[src/rtl/seq_sub_cz.sv]
// seq_sub_cz: word-serial multi-word subtractor built around one SubCZ.
// Chains the borrow between beats and accumulates a whole-result zero flag.
package lau_pkg;
    typedef enum logic {SLOW, FAST} speed_e;
endpackage

// SubCZ: combinational A - B - CI with borrow out and an A==B zero flag.
module SubCZ #(
    parameter int              width = 8,
    parameter lau_pkg::speed_e speed = lau_pkg::FAST
) (
    input  logic [width-1:0] A,
    input  logic [width-1:0] B,
    input  logic             CI,
    output logic [width-1:0] S,
    output logic             CO,
    output logic             Z
);
    generate
        if (speed == lau_pkg::FAST) begin : g_fast
            assign {CO, S} = {1'b0, A} - {1'b0, B} - {{width{1'b0}}, CI};
        end else begin : g_slow
            // bit-serial ripple borrow chain
            always_comb begin
                logic b;
                b = CI;
                S = '0;
                for (int i = 0; i < width; i++) begin
                    S[i] = A[i] ^ B[i] ^ b;
                    b    = (~A[i] & B[i]) | (~(A[i] ^ B[i]) & b);
                end
                CO = b;
            end
        end
    endgenerate

    // only meaningful when CI is 0
    assign Z = (A == B);
endmodule

module seq_sub_cz
    import lau_pkg::*;
#(
    parameter int     width = 8,
    parameter int     words = 4,
    parameter speed_e speed = FAST
) (
    input  logic             clk_i,
    input  logic             rst_ni,
    input  logic [width-1:0] A_i,
    input  logic [width-1:0] B_i,
    input  logic             CI_i,
    input  logic             in_valid_i,
    output logic             in_ready_o,
    output logic [width-1:0] S_o,
    output logic             CO_o,
    output logic             Z_o,
    output logic             out_last_o,
    output logic             out_valid_o,
    input  logic             out_ready_i
);
    localparam int cw = $clog2(words);
    localparam logic [cw-1:0] last_idx = cw'(words - 1);

    typedef enum logic {IDLE, RUN} state_e;

    state_e          state_q;
    logic [cw-1:0]   cnt_q;
    logic            bor_q;
    logic            zacc_q;

    logic            acc;
    logic            last;
    logic            cin;
    logic [width-1:0] d_s;
    logic            d_co;
    logic            z_unused;
    logic            zw;
    logic            z_next;

    assign in_ready_o = ~out_valid_o | out_ready_i;
    assign acc        = in_valid_i & in_ready_o;
    assign last       = (cnt_q == last_idx);
    assign cin        = (state_q == IDLE) ? CI_i : bor_q;

    SubCZ #(
        .width(width),
        .speed(speed)
    ) u_sub (
        .A (A_i),
        .B (B_i),
        .CI(cin),
        .S (d_s),
        .CO(d_co),
        .Z (z_unused)
    );

    assign zw     = (d_s == '0);
    assign z_next = (state_q == IDLE) ? zw : (zacc_q & zw);

    // beat sequencing, borrow/zero chaining and the output register
    always_ff @(posedge clk_i or negedge rst_ni) begin
        if (!rst_ni) begin
            state_q     <= IDLE;
            cnt_q       <= '0;
            bor_q       <= 1'b0;
            zacc_q      <= 1'b0;
            S_o         <= '0;
            CO_o        <= 1'b0;
            Z_o         <= 1'b0;
            out_last_o  <= 1'b0;
            out_valid_o <= 1'b0;
        end else if (acc) begin
            cnt_q       <= last ? '0 : cnt_q + cw'(1);
            state_q     <= last ? IDLE : RUN;
            bor_q       <= d_co;
            zacc_q      <= z_next;
            S_o         <= d_s;
            CO_o        <= d_co;
            Z_o         <= z_next;
            out_last_o  <= last;
            out_valid_o <= 1'b1;
        end else if (out_ready_i) begin
            out_valid_o <= 1'b0;
        end
    end
endmodule

[config.mk]
export PLATFORM = sky130hd
export DESIGN_NAME = seq_sub_cz
export DESIGN_NICKNAME = d
export VERILOG_FILES = /design/src/rtl/seq_sub_cz.sv
export SDC_FILE = /design/constraint.sdc
export NUM_CORES = 1
export LEC_CHECK = 0
export CORE_ASPECT_RATIO = 1.2
export CORE_MARGIN = 3
export CORE_UTILIZATION = 30
export CTS_BUF_LIST = sky130_fd_sc_hd__clkbuf_4 sky130_fd_sc_hd__clkbuf_8
export CTS_CLUSTER_DIAMETER = 60
export CTS_CLUSTER_SIZE = 20
export DETAILED_ROUTE_END_ITERATION = 10
export GPL_TIMING_DRIVEN = 0
export PLACE_DENSITY = 0.58
export REMOVE_ABC_BUFFERS = 1
export SLEW_MARGIN = 20
export SYNTH_ARGS = -nofsm -noshare
export SYNTH_HDL_FRONTEND = slang
export SYNTH_SLANG_ARGS = --single-unit
[constraint.sdc]
create_clock -name clk_i -period 2.1 [get_ports clk_i]
set_input_delay 0.63 -clock clk_i [delete_from_list [all_inputs] [get_ports clk_i]]
set_output_delay 0.63 -clock clk_i [all_outputs]
set_load 0.01 [all_outputs]
### Word-level counts from Yosys, hierarchy flattened

Index checks and enable logic that the tools add are counted.

* output and inout bits: 13
* flip-flop bits (word level): 15

* bitwise operators: 4
* mux-type cells: 6
* $add $sub $neg: 3
* equality and inequality tests: 1
* reduce and logical (&&, ||, !) cells: 2

Operator list (number)
* $sub A8 B8 Y9: 1
* $sub A9 B1 Y9: 1
* $logic_not A8 Y1: 1
* $mux W1: 5
* $add A2 B1 Y2 const B: 1
* $and A1 B1 Y1: 2
* $eq A2 B2 Y1 const B: 1
* $mux W2: 1
* $reduce_bool A2 Y1: 1
* $not A1 Y1: 1
* $or A1 B1 Y1: 1

### Longest topological paths before layout

Gate-level depths: netlist of the first run.

* word-level depth: 5
* mapped depth: 9
* gate-level depth less buffers: 9

### Modules after synthesis

Synthesis of the first run repeated with hierarchy kept, for this count alone.

* cell total of the unflattened synthesis: 122
* area total of the unflattened synthesis: 1265.0 µm²

By module, submodules not included
* seq_sub_cz: times used 1, cells an instance 41, area an instance 666.9 µm²
* SubCZ: times used 1, cells an instance 81, area an instance 598.1 µm²

### Worst setup path before layout of the first run

Ideal clock, no wire load.

* path type: input-to-reg
* start: input port CI_i
* end: register S_o[6]
* cell stages on the path: 9
* arrival: 2.226 ns
* required time: 1.975 ns
* slack: -0.250 ns
* cell sequence: mux2i_1 -> fa_1 -> inv_1 -> fa_1 -> and3b_1 -> o21bai_2 -> a21oi_2 -> xnor2_1 -> mux2_2

* cells in the longest elaborated chain, start to end: 2

Ends and longest elaborated chain
* from (decl): RTL line 52 `input logic CI_i,`
* $mux W1: RTL line 84 `assign cin = (state_q == IDLE) ? CI_i : bor_q;`
* $sub A9 B1 Y9: RTL line 21 `assign {CO, S} = {1'b0, A} - {1'b0, B} - {{width{1'b0}}, CI};`
* to (signal assigned): RTL line 118 `S_o <= d_s;`
* to (decl): RTL line 55 `output logic [width-1:0] S_o,`

No other way between the ends.
A chain may end at the register's enable or synchronous reset.

### Worst setup path in the final report of the first run

* start: input port B_i[0]
* end: register Z_o

* cells in the longest elaborated chain, start to end: 5

Ends and longest elaborated chain
* from (decl): RTL line 51 `input logic [width-1:0] B_i,`
* $sub A8 B8 Y9 *: RTL line 21
* $sub A9 B1 Y9 *: RTL line 21
* $logic_not A8 Y1 *: RTL line 98 `assign zw = (d_s == '0);`
* $and A1 B1 Y1: RTL line 99 `assign z_next = (state_q == IDLE) ? zw : (zacc_q & zw);`
* $mux W1 *: RTL line 99
* to (signal assigned): RTL line 120 `Z_o <= z_next;`
* to (decl): RTL line 57 `output logic Z_o,`

Every way passes the cells marked *; elsewhere a longest branch is shown, timed or not.

==> impl_metrics.toml, run 1 <==
[run_status]
status = "complete, but fails checks"
failed_checks = "setup timing"

[clocking]
insertion_delay_ns = 0.25
hold_buffers = 0
clk_path_buf_depth = 2
cts.clk_slew.worst_paths_ns = 0.06
cts_tree = "yes"
cts_root_buf = "clkbuf_8"
clock_sinks = 15
htree_levels = 1
cts_buffers = 3

[final_layout]
nFillCells = 335
nets = 210
drive_gt1_frac = 0.3099
seqCellArea_sq_um = 375.4
fin_area_sq_um = 1818
final_cell_mix = "clkdlybuf4s50_1 (23), nand2_1 (17), dfrtp_1 (15)"
final_util = 0.5221
syn2layout_area_growth_pct = 61.26
fin_cells = 221
multi_input_area_sq_um = 872.1
n_antenna_cell = 0
layout_commonest_cell = "clkdlybuf4s50_1"

[placed_design]
place_congestion = 0.7013
hpwl_um = 1903
dp_cells = 208
placed_area_sq_um = 1511
preCtsSetupSlack_ns = -0.9675
io_buffers = 33

[power_and_ir_drop]
powerDensity_nw_per_um2 = 792.0
p_leak_nw = 0.8293
ir_drop_v = 0.0002480
total_power_mw = 1.440

[worst_setup_path]
regToRegStartpoint = "state_q"
worstPathArrival_ns = 2.51
crit_path_end_kind = "register"
start_kind = "input pin"
critical_path.startpoint = "B_i[0]"
cp_max_fo = 3
critical_path_required_ns = 2.26
critical_path_class = "input pin to register"

[synth]
synth_area_leaders = "dfrtp_1 (33%), ha_1 (17%), inv_1 (7.0%)"
ys_seq_area_frac = 0.3330
yosys.area.top_type = "dfrtp_1"
yosysWarnings = 0
synth_cell_type_count = 31
syn_area_per_cell_sq_um = 8.877
synth_top_area_share = 0.3330
synth-seq-cells = 15
synth.cell_area_sq_um = 1127
synthCells = 127

[sta]
setup_viol = 5
fin_ws_ns = -0.2518
clock.fmax_mhz = 425.2
period_minus_slack_ns = 2.352
finalHoldViolCount = 0
worst_slew_pin_slew_ns = 0.6532
slew_viol_final = 0
rsz0062_at_grt = "true"
whs_ns = 0.4740
fin_skew_ns = 0.003965
tns_ns = -1.076
relSlewSlack = 0.5631
fin_crit_sh = 1.120

[floorplanning]
dieHeight_um = 73.15
ioPinCount = 34
initial_core_util = 0.3238
die_x_um = 61.96
die_area_sq_um = 4532
fp-row-count = 23
core_area_sq_um = 3482

[detailed_routing]
firstDrtPassIters = 2
drt-wirelength-per-cell_um = 11.71
routed_wl_um = 2587
drt_iter0_drc = 34
vias = 1003
drcViolationCount = 0
drtAntennaViolNets = 0
via_per_inst = 4.538

[run]
maxCapViolations = 0

[global_route]
grt-ovfl-total = 0
grt_max_degree = 16
grt_pass1_vias = 1033
grt_pass1_wl_um = 4326
grt_usage = 0.1262
antenna_found_initial = 0

[min_path]
min_from = "out_last_o"
min-delay-path-class = "register to register"
-- cells by family (layout without fill, tap and decap cells) --
family	after synthesis	after routing	share of synthesized area
AND/OR/NAND/NOR	39	39	0.1665
buffers and inverters	23	67	0.07769
AO/OA/AOI/OAI	21	21	0.1199
adder cells (fa/ha/maj)	17	17	0.2020
flip-flops	15	15	0.3330
XOR/XNOR	7	7	0.05439
multiplexers	5	5	0.04661
-- worst paths after layout --
path	endpoint	cells after the start	slack (ns)
max in group asynchronous	out_valid_o	1	0.90
setup reg to reg	Z_o	9	-0.25
hold / removal	out_last_o	2	0.47
min in group asynchronous	S_o[3]	1	0.78
setup / recovery	Z_o	10	-0.25
hold reg to reg	out_last_o	2	0.47
-- synthesized netlist by cell type --
| cell type | count |
|---|---|
| inv_1 | 21 |
| nand2_1 | 17 |
| dfrtp_1 | 15 |
| ha_1 | 15 |
| nor2_1 | 6 |
| a21oi_1 | 5 |
| nand3_1 | 5 |
| o21ai_1 | 5 |
| xnor2_1 | 5 |
| a21o_1 | 3 |
| mux2i_1 | 3 |
| nand2b_1 | 3 |
| fa_1 | 2 |
| mux2_2 | 2 |
| nor3_1 | 2 |
| o21ai_0 | 2 |
| xor2_1 | 2 |
| a21oi_2 | 1 |
| a311oi_1 | 1 |
| a41oi_1 | 1 |
| and2_1 | 1 |
| and2b_1 | 1 |
| and2b_2 | 1 |
| and3b_1 | 1 |
| and4b_1 | 1 |
| buf_2 | 1 |
| clkbuf_1 | 1 |
| nand4_1 | 1 |
| o21a_1 | 1 |
| o21bai_2 | 1 |
| o31ai_1 | 1 |
-- report_power, final --
| group | switching, mW | internal (mW) | total [mW] |
|---|---|---|---|
| logic | 0.340 | 0.436 | 0.777 |
| clock network | 0.103 | 0.131 | 0.234 |
| registers | 0.0542 | 0.375 | 0.429 |
-- worst max-delay path: stages --
cell and delay (ns):
dlygate4sd2_1 0.20, inv_1 0.05, fa_2 0.58, inv_2 0.05, ha_4 0.16, o21ai_4 0.15
a311oi_2 0.13, xnor2_1 0.22, nand4_1 0.13, o31ai_1 0.19
-- per-layer routing --
metal	global-route usage	vias to the layer above	wire length [um]
met5	0	-	0
met4	0.04245	0	34
met3	0.02124	5	138
met2	0.2385	26	1447
met1	0.1338	466	966
li1	-	506	-
-- what timing repair did --
action | CTS | global route
pin swaps | 21 | 10
buffers inserted | 8 | 2
resized for setup | 52 | 6
endpoints found under the setup margin | 11 | 7
hold endpoints to repair | 0 | 0
-- sequential cells by signal (all words and copies together), names as in the netlist --
signal,count
Z_o,1
out_valid_o,1
S_o,8
bor_q,1
state_q,1
out_last_o,1
cnt_q,2
-- area by class of cell --
class	instances	share of cell area
Sequential cell	15	0.2065
Timing Repair Buffer	42	0.2106
Inverter	21	0.04336
Multi-Input combinational cell	89	0.4797
Clock buffer	3	0.02271
Clock inverter	1	0.002753
Tap cell	50	0.03441
Power figures use the tool's default switching activity.
==> inputs of run 2 (changes only) <==
HOLD_SLACK_MARGIN = 0.03   (was default)
==> results of run 2 <==
The final DEF is identical to that of run 1; final timing and power are the same.
